**src/rtl/dram_cache_pkg.sv**
```systemverilog
// Shared widths and the request-log entry layout for the DRAM cache request front-end.
package dram_cache_pkg;

    localparam int ID_W       = 16;
    localparam int ADDR_W     = 64;
    localparam int LEN_W      = 8;
    localparam int FIFO_DEPTH = 16;
    localparam int ENTRY_W    = 1 + ID_W + ADDR_W;

    typedef struct packed {
        logic              is_write;
        logic [ID_W-1:0]   id;
        logic [ADDR_W-1:0] addr;
    } req_entry_t;

endpackage

```
**src/rtl/dram_cache_req_fifo.sv**
```systemverilog
// Synchronous first-word-fall-through FIFO; head reads as zero while empty.
module req_fifo #(
    parameter int WIDTH = 81,
    parameter int DEPTH = 16,
    parameter int AW    = $clog2(DEPTH)
) (
    input  logic             clk,
    input  logic             rst,
    input  logic             push_i,
    input  logic [WIDTH-1:0] din_i,
    input  logic             pop_i,
    output logic             empty_o,
    output logic             full_o,
    output logic [WIDTH-1:0] head_o
);

    localparam logic [AW:0] FULL_CNT = (AW+1)'(DEPTH);

    logic [WIDTH-1:0] mem_q [DEPTH];
    logic [WIDTH-1:0] mem_d [DEPTH];
    logic [AW-1:0]    wr_ptr_q, wr_ptr_d;
    logic [AW-1:0]    rd_ptr_q, rd_ptr_d;
    logic [AW:0]      count_q, count_d;
    logic             empty_q, empty_d;
    logic             do_push, do_pop;

    assign full_o  = (count_q == FULL_CNT);
    assign empty_o = empty_q;
    assign head_o  = empty_q ? '0 : mem_q[rd_ptr_q];

    always_comb begin
        mem_d    = mem_q;
        wr_ptr_d = wr_ptr_q;
        rd_ptr_d = rd_ptr_q;
        count_d  = count_q;
        do_push  = push_i & ~full_o;
        do_pop   = pop_i & ~empty_q;
        if (do_push) begin
            mem_d[wr_ptr_q] = din_i;
            wr_ptr_d        = wr_ptr_q + AW'(1);
        end
        if (do_pop) begin
            rd_ptr_d = rd_ptr_q + AW'(1);
        end
        // Push and pop together leave the occupancy unchanged.
        if (do_push && !do_pop) begin
            count_d = count_q + (AW+1)'(1);
        end else if (do_pop && !do_push) begin
            count_d = count_q - (AW+1)'(1);
        end
        empty_d = (count_d == '0);
    end

    always_ff @(posedge clk) begin
        if (rst) begin
            wr_ptr_q <= '0;
            rd_ptr_q <= '0;
            count_q  <= '0;
            empty_q  <= 1'b1;
        end else begin
            wr_ptr_q <= wr_ptr_d;
            rd_ptr_q <= rd_ptr_d;
            count_q  <= count_d;
            empty_q  <= empty_d;
        end
    end

    always_ff @(posedge clk) begin
        mem_q <= mem_d;
    end

endmodule

```
**src/rtl/dram_cache_top.sv**
```systemverilog
// Request front-end: arbitrates AR/AW into a request log and forwards reads through one register stage.
module dram_cache_top
    import dram_cache_pkg::*;
(
    input  logic               clk,
    input  logic               rst_n,
    input  logic [ID_W-1:0]    arid_i,
    input  logic [ADDR_W-1:0]  araddr_i,
    input  logic [LEN_W-1:0]   arlen_i,
    input  logic               arvalid_i,
    output logic               arready_o,
    input  logic [ID_W-1:0]    awid_i,
    input  logic [ADDR_W-1:0]  awaddr_i,
    input  logic [LEN_W-1:0]   awlen_i,
    input  logic               awvalid_i,
    output logic               awready_o,
    output logic [ID_W-1:0]    arid_o,
    output logic [ADDR_W-1:0]  araddr_o,
    output logic [LEN_W-1:0]   arlen_o,
    output logic               arvalid_o,
    input  logic               arready_i,
    output logic               aempty_o,
    input  logic               rden_i,
    output logic [ENTRY_W-1:0] data_o
);

    // Handshakes: a transfer happens on a cycle where valid and ready are both high;
    // ready never depends on the matching valid, and a raised valid holds its payload
    // until that transfer happens.

    logic              arvalid_q, arvalid_d;
    logic [ID_W-1:0]   arid_q, arid_d;
    logic [ADDR_W-1:0] araddr_q, araddr_d;
    logic [LEN_W-1:0]  arlen_q, arlen_d;
    logic              ar_acc, aw_acc;
    logic              fifo_full;
    logic              fifo_empty;
    logic              fifo_push;
    req_entry_t        push_entry;
    logic              awlen_unused;

    assign awlen_unused = ^awlen_i;

    always_comb begin
        arvalid_d = arvalid_q;
        arid_d    = arid_q;
        araddr_d  = araddr_q;
        arlen_d   = arlen_q;

        arready_o = (~arvalid_q | arready_i) & ~fifo_full;
        ar_acc    = arvalid_i & arready_o;
        // Reads win a same-cycle contest, so the log sees one push per cycle at most.
        awready_o = ~fifo_full & ~ar_acc;
        aw_acc    = awvalid_i & awready_o;
        fifo_push = ar_acc | aw_acc;

        if (ar_acc) begin
            arvalid_d = 1'b1;
            arid_d    = arid_i;
            araddr_d  = araddr_i;
            arlen_d   = arlen_i;
        end else if (arready_i) begin
            arvalid_d = 1'b0;
        end

        if (ar_acc) begin
            push_entry = '{is_write: 1'b0, id: arid_i, addr: araddr_i};
        end else begin
            push_entry = '{is_write: 1'b1, id: awid_i, addr: awaddr_i};
        end
    end

    always_ff @(posedge clk) begin
        if (rst_n) begin
            arvalid_q <= 1'b0;
            arid_q    <= '0;
            araddr_q  <= '0;
            arlen_q   <= '0;
        end else begin
            arvalid_q <= arvalid_d;
            arid_q    <= arid_d;
            araddr_q  <= araddr_d;
            arlen_q   <= arlen_d;
        end
    end

    assign arvalid_o = arvalid_q;
    assign arid_o    = arid_q;
    assign araddr_o  = araddr_q;
    assign arlen_o   = arlen_q;
    assign aempty_o  = fifo_empty;

    req_fifo #(
        .WIDTH (ENTRY_W),
        .DEPTH (FIFO_DEPTH)
    ) u_req_fifo (
        .clk     (clk),
        .rst     (rst_n),
        .push_i  (fifo_push),
        .din_i   (push_entry),
        .pop_i   (rden_i),
        .empty_o (fifo_empty),
        .full_o  (fifo_full),
        .head_o  (data_o)
    );

endmodule

```
**config.mk**
```make
export PLATFORM = sky130hd
export DESIGN_NAME = dram_cache_top
export DESIGN_NICKNAME = d
export VERILOG_FILES = /design/src/rtl/dram_cache_pkg.sv /design/src/rtl/dram_cache_req_fifo.sv /design/src/rtl/dram_cache_top.sv
export SDC_FILE = /design/constraint.sdc
export NUM_CORES = 2
export LEC_CHECK = 0
export CORE_ASPECT_RATIO = 0.6
export CORE_MARGIN = 2
export CORE_UTILIZATION = 40
export DETAILED_ROUTE_END_ITERATION = 12
export SYNTH_ARGS = -nofsm -noshare
export SYNTH_HDL_FRONTEND = slang
export SYNTH_SLANG_ARGS = --single-unit
```
**constraint.sdc**
```tcl
create_clock -name clk -period 22.3 [get_ports clk]
set_input_delay 6.69 -clock clk [delete_from_list [all_inputs] [get_ports clk]]
set_output_delay 6.69 -clock clk [all_outputs]
set_load 0.02 [all_outputs]
```
## Word level (Yosys, flattened, before mapping)

Cells that the tools add are included.

| cells by class | value |
|---|---|
| muxes and demuxes | 12 |
| $lt $le $gt $ge | 3 |
| reduce and logical (&&, ||, !) cells | 7 |
| equal/unequal tests | 1 |
| $add $sub $neg | 4 |
| bitwise gates (word level) | 14 |

Operators by type and width:

| cell | number |
|---|---|
| bitwise mux 1296 bit | 1 |
| 2-to-1 mux 81 bit | 5 |
| binary-select mux 81 bit (select 4 bit) | 1 |
| demux 81 bit (select 4 bit) | 1 |
| >= comparator 5 bit (second input constant) | 2 |
| 2-to-1 mux 5 bit | 2 |
| inverter 4 -> 5 bit | 2 |
| adder 4 x 1 -> 4 bit (second input constant) | 2 |
| bitwise AND 1 bit | 6 |
| adder 5 x 1 -> 5 bit (second input constant) | 1 |
| equality test 5 bit (second input constant) | 1 |
| logical NOT 5 bit | 1 |
| less-than comparator 5 x 1 -> 1 bit (second input constant) | 1 |
| subtractor 5 x 1 -> 5 bit (second input constant) | 1 |
| inverter 1 bit | 4 |
| logical AND 1 bit | 3 |
| logical NOT 1 bit | 2 |
| 2-to-1 mux 1 bit | 2 |
| bitwise OR 1 bit | 2 |
| nonzero test 2 bit | 1 |

| storage, ports and cells | value |
|---|---|
| word-level logic and storage cells | 65 |
| bits in registers | 1399 |
| output and inout port bits | 173 |

## Depth between registers and ports, before layout

| logic depth | value |
|---|---|
| depth in word-level cells | 14 |
| mapped depth | 10 |
| mapped depth without buffers | 9 |

## Cells and area by module

A second synthesis with hierarchy kept.

| unflattened totals | value |
|---|---|
| cells, all modules | 2581 |
| area total of the unflattened synthesis | 54110.6 µm² |

Modules (own cells, without submodules):

| module | cells an instance | area an instance (µm²) | instances |
|---|---|---|---|
| req_fifo | 1991 | 49902.9 | 1 |
| dram_cache_top | 590 | 4207.8 | 1 |

## Worst setup path before layout

Ideal clock, no wire load.

| timing | value |
|---|---|
| kind | in2out |
| start point | input arready_i |
| end point | output awready_o |
| buffers on the path | 2 |
| path slack | 7929 ps |
| data arrival time | 7681 ps |
| cell stages on the path | 5 |
| data required time | 15610 ps |
| cell sequence | nor2b_1 > nor3b_2 > clkbuf_1 > clkbuf_1 > nor2_1 |

| on the way | value |
|---|---|
| longest elaborated chain between the ends | 5 |

Ends and longest elaborated chain:

| what | RTL line | source |
|---|---|---|
| start: declaration | dram_cache_top.sv:21 | `input logic arready_i,` |
| bitwise OR 1 bit | dram_cache_top.sv:50 | `arready_o = (~arvalid_q \| arready_i) & ~fifo_full;` |
| bitwise AND 1 bit | dram_cache_top.sv:50 |  |
| bitwise AND 1 bit | dram_cache_top.sv:51 | `ar_acc = arvalid_i & arready_o;` |
| inverter 1 bit | dram_cache_top.sv:53 | `awready_o = ~fifo_full & ~ar_acc;` |
| bitwise AND 1 bit | dram_cache_top.sv:53 |  |
| end: declaration | dram_cache_top.sv:16 | `output logic awready_o,` |

Every way passes these cells.

## Worst setup path after layout

Same ends and word-level chain as after synthesis.

==> impl_results.md <==
- Leak Pwr: 19.7 nW
- CP Max Fanout: 2
- PwrDens: 104 mW/mm^2
- Clock-pin transition on the worst setup and hold timing paths: 0.06 ns
- Post-synth ARST share: 0
- CP required: 15.61 ns
- RSZ-0062 raised after global routing: no
- DR vias: 26200
- Antenna Nets Post-Route: 0
- Crit path DAT: 8.18 ns
- VDD IR-drop max: 74.8 uV
- Period utilisation layout: 0.667
- Worst setup SP type: input port
- CTS root buffer: clkbuf_16
- Post-CTS setup buffers: 0
- Synth cell count leaders: edfxtp_1, mux4_2, nand2_1, dfxtp_1, a21oi_1
- I/O pins: 355
- Synth top area cells: edfxtp_1, mux4_2, dfxtp_1
- H-tree Lvls: 4
- CTS Buf Count: 131
- Wl on met1: 55500 um
- Number of flops mapped to enable cells by yosys: 1296
- CTS Hold Bufs: 0
- Routability Congestion: 0.755
- Met2 routed WL: 63000 um
- Die H: 288 um
- Max-slew violations: 0
- Max stage delay cell, worst path: clkdlybuf4s50_1
- Most common cell in the synthesized netlist: edfxtp_1
- Area post-placement: 0.0593 sq mm
- Max Fclk: 67.2 MHz
- Syn nets: 2761
- Vias/cell: 5.40
- Final setup fails: 0
- Yosys reg bits: 1399
- Hold Crit Depth: 2
- Worst r2r path cells: 11
- Fraction of layout instances using a drive strength above 1: 0.216
- Clock Power Share: 0.325
- Critical path type: input port to primary output
- Int Pwr: 4.85 mW
- Synth Warn #: 0
- Area added between synthesis and finish: 17.9%
- Sequential fraction of the synthesis area: 0.764
- Top cell type's share of synthesized area: 0.725
- DPL Wire Length: 66500 um
- Nets: 3145
- Placed cell count: 4624
- 1st-iter DRT viols: 2200
- Yosys top cell by area: edfxtp_1
- Hold Crit Class: flop to flop
- Net Sw Frac: 0.259
- PortBufs: 346
- WL final: 127000 um
- Status: finished, final reports clean
- Residual DRC: 0
- Core region area: 0.134 sq mm
- Final hold vios: 0
- GRT Util Overall: 0.184
- Crit. End Element: primary output
- Drt pass-1 iters: 5
- Grt total ovfl: 0
- Top Metal Used: met4
- Post-synthesis instance area: 0.0537 sq mm
- Largest net degree at the start of global routing: 118
- Max transition margin: 0.237
- Most used cell, CP: clkdlybuf4s50_1
- Die area: 0.137 sq mm
- Routed len/inst: 26.2 um
- Synth unique cells: 38
- Met3 WL: 6220 um
- Worst-path cell chain: clkdlybuf4s50_1 -> nor2b_1 -> nor3b_4 -> nor2_1 -> clkdlybuf4s50_1
- Layout Skew: 0.0359 ns
- Clk sinks: 1399
- Number of max-cap violations: 0
- Setup TNS: 0 ns
- Ys flop type: edfxtp_1
- Clock buffer depth: 3
- Post-synthesis area per instance: 20.9 sq um
- Worst stage delay on the critical path: 0.61 ns
- Starting Density: 0.402
- Initial antenna violation count: 0
- Post-synthesis cell count: 2571
- Worst-Margin Slew: 1.15 ns
- Vias in the first global route: 27400
- CTS tree: yes
- Die Wd: 477 um
- Sw power: 1.70 mW
- Fin cells: 4852
- Sequential share of power: 0.481
- Clk_lat worst skew: 0.75 ns
- Final min period: 14.87 ns
- Fin area: 0.0633 sq mm
- Post-CTS resize count: 0
- First-pass GRT wire length: 184000 um
- R2R setup slack: 17.01 ns
- Combinational power share: 0.194
- Core Rows: 104
[power groups by stage]
stage	clock network [mW]	logic, mW	registers, mW
2_1_floorplan	0	0.826	3.19
3_3_place_gp	0	1.28	3.20
3_5_place_dp	0	1.30	3.21
4_1_cts	2.19	1.31	3.15
5_1_grt	2.28	1.37	3.17
6_report	2.13	1.27	3.15
[sequential cells by signal (all words and copies together) (netlist names)]
name                 flops
araddr_o                64
arid_o                  16
arvalid_o                1
u_req_fifo.mem_q      1296
u_req_fifo.rd_ptr_q      4
u_req_fifo.wr_ptr_q      4
u_req_fifo.empty_o       1
arlen_o                  8
u_req_fifo.count_q       5
[stage by stage]
step                      hold slack (ns)  setup WS [ns]  power, mW   util
after floorplan                     0.477           7.93       4.02      -
after detailed placement            0.448           7.42       4.51  0.443
after global placement              0.441           7.41       4.48  0.443
after CTS                           0.458           7.42       6.65  0.474
after global routing                0.471           7.38       6.81  0.474
final                               0.456           7.43       6.56  0.474
[cell families (layout without fill, tap and decap cells)]
logic type,after synthesis,count (layout),share of synthesized area
compound gates,111,111,0.0112
xor+xnor,5,5,0.000816
fa+ha+maj,8,8,0.00187
buf+inv,152,630,0.0126
flops,1399,1399,0.764
mux,405,405,0.170
other cells,0,1,0
simple gates,491,491,0.0399
[cell type report]
type,instances,area (sq um)
multi-input cells,1020,12100
inverters,7,31.3
clock inverters,59,407
clock buffers,168,3610
well taps,1802,2250
fillers,10800,70400
repair buffers,396,3860
flip-flops and latches,1399,41000
diodes,1,2.50
[metal layers]
layer | up-vias | GRT usage
met3 | 167 | 0.0276
met1 | 14100 | 0.253
met5 | - | 0
met2 | 778 | 0.307
li1 | 11200 | -
met4 | 0 | 0.0522
[layout by cell type (no fill, tap or decap), types with 2 or more instances in the layout]
| cell | synthesis | layout |
|---|---|---|
| nor2_4 | 0 | 12 |
| nand4_1 | 5 | 5 |
| inv_6 | 0 | 6 |
| clkinvlp_4 | 0 | 2 |
| o21ai_0 | 4 | 4 |
| dfxtp_1 | 103 | 98 |
| nor2b_1 | 85 | 85 |
| nand2_1 | 355 | 355 |
| nor2_1 | 27 | 15 |
| nand4b_1 | 2 | 2 |
| clkinv_2 | 0 | 24 |
| dfxtp_4 | 0 | 5 |
| clkbuf_16 | 0 | 140 |
| clkdlybuf4s50_1 | 0 | 345 |
| nor3_2 | 0 | 4 |
| bufinv_16 | 0 | 4 |
| xor2_1 | 4 | 4 |
| a21oi_1 | 94 | 94 |
| mux4_2 | 405 | 405 |
| clkinv_1 | 0 | 22 |
| nand2b_1 | 5 | 5 |
| nor3_1 | 6 | 2 |
| ha_1 | 8 | 8 |
| buf_4 | 14 | 49 |
| clkbuf_1 | 81 | 28 |
| buf_12 | 0 | 2 |
| inv_1 | 7 | 6 |
| edfxtp_1 | 1296 | 1296 |
| o211ai_1 | 3 | 3 |
[final timing paths]
kind                          from               endpoint
max                      arready_i              awready_o
min                   araddr_o[12]           araddr_o[12]
max reg2reg  u_req_fifo.count_q[0]  u_req_fifo.mem_q[243]
min reg2reg           araddr_o[12]           araddr_o[12]
[critical path: cells and delay by family]
| family | cells | cell delay, ns |
|---|---|---|
| and+or+nand+nor | 3 | 0.45 |
| buffers and inverters | 2 | 1.03 |
Power figures use the tool's default switching activity.
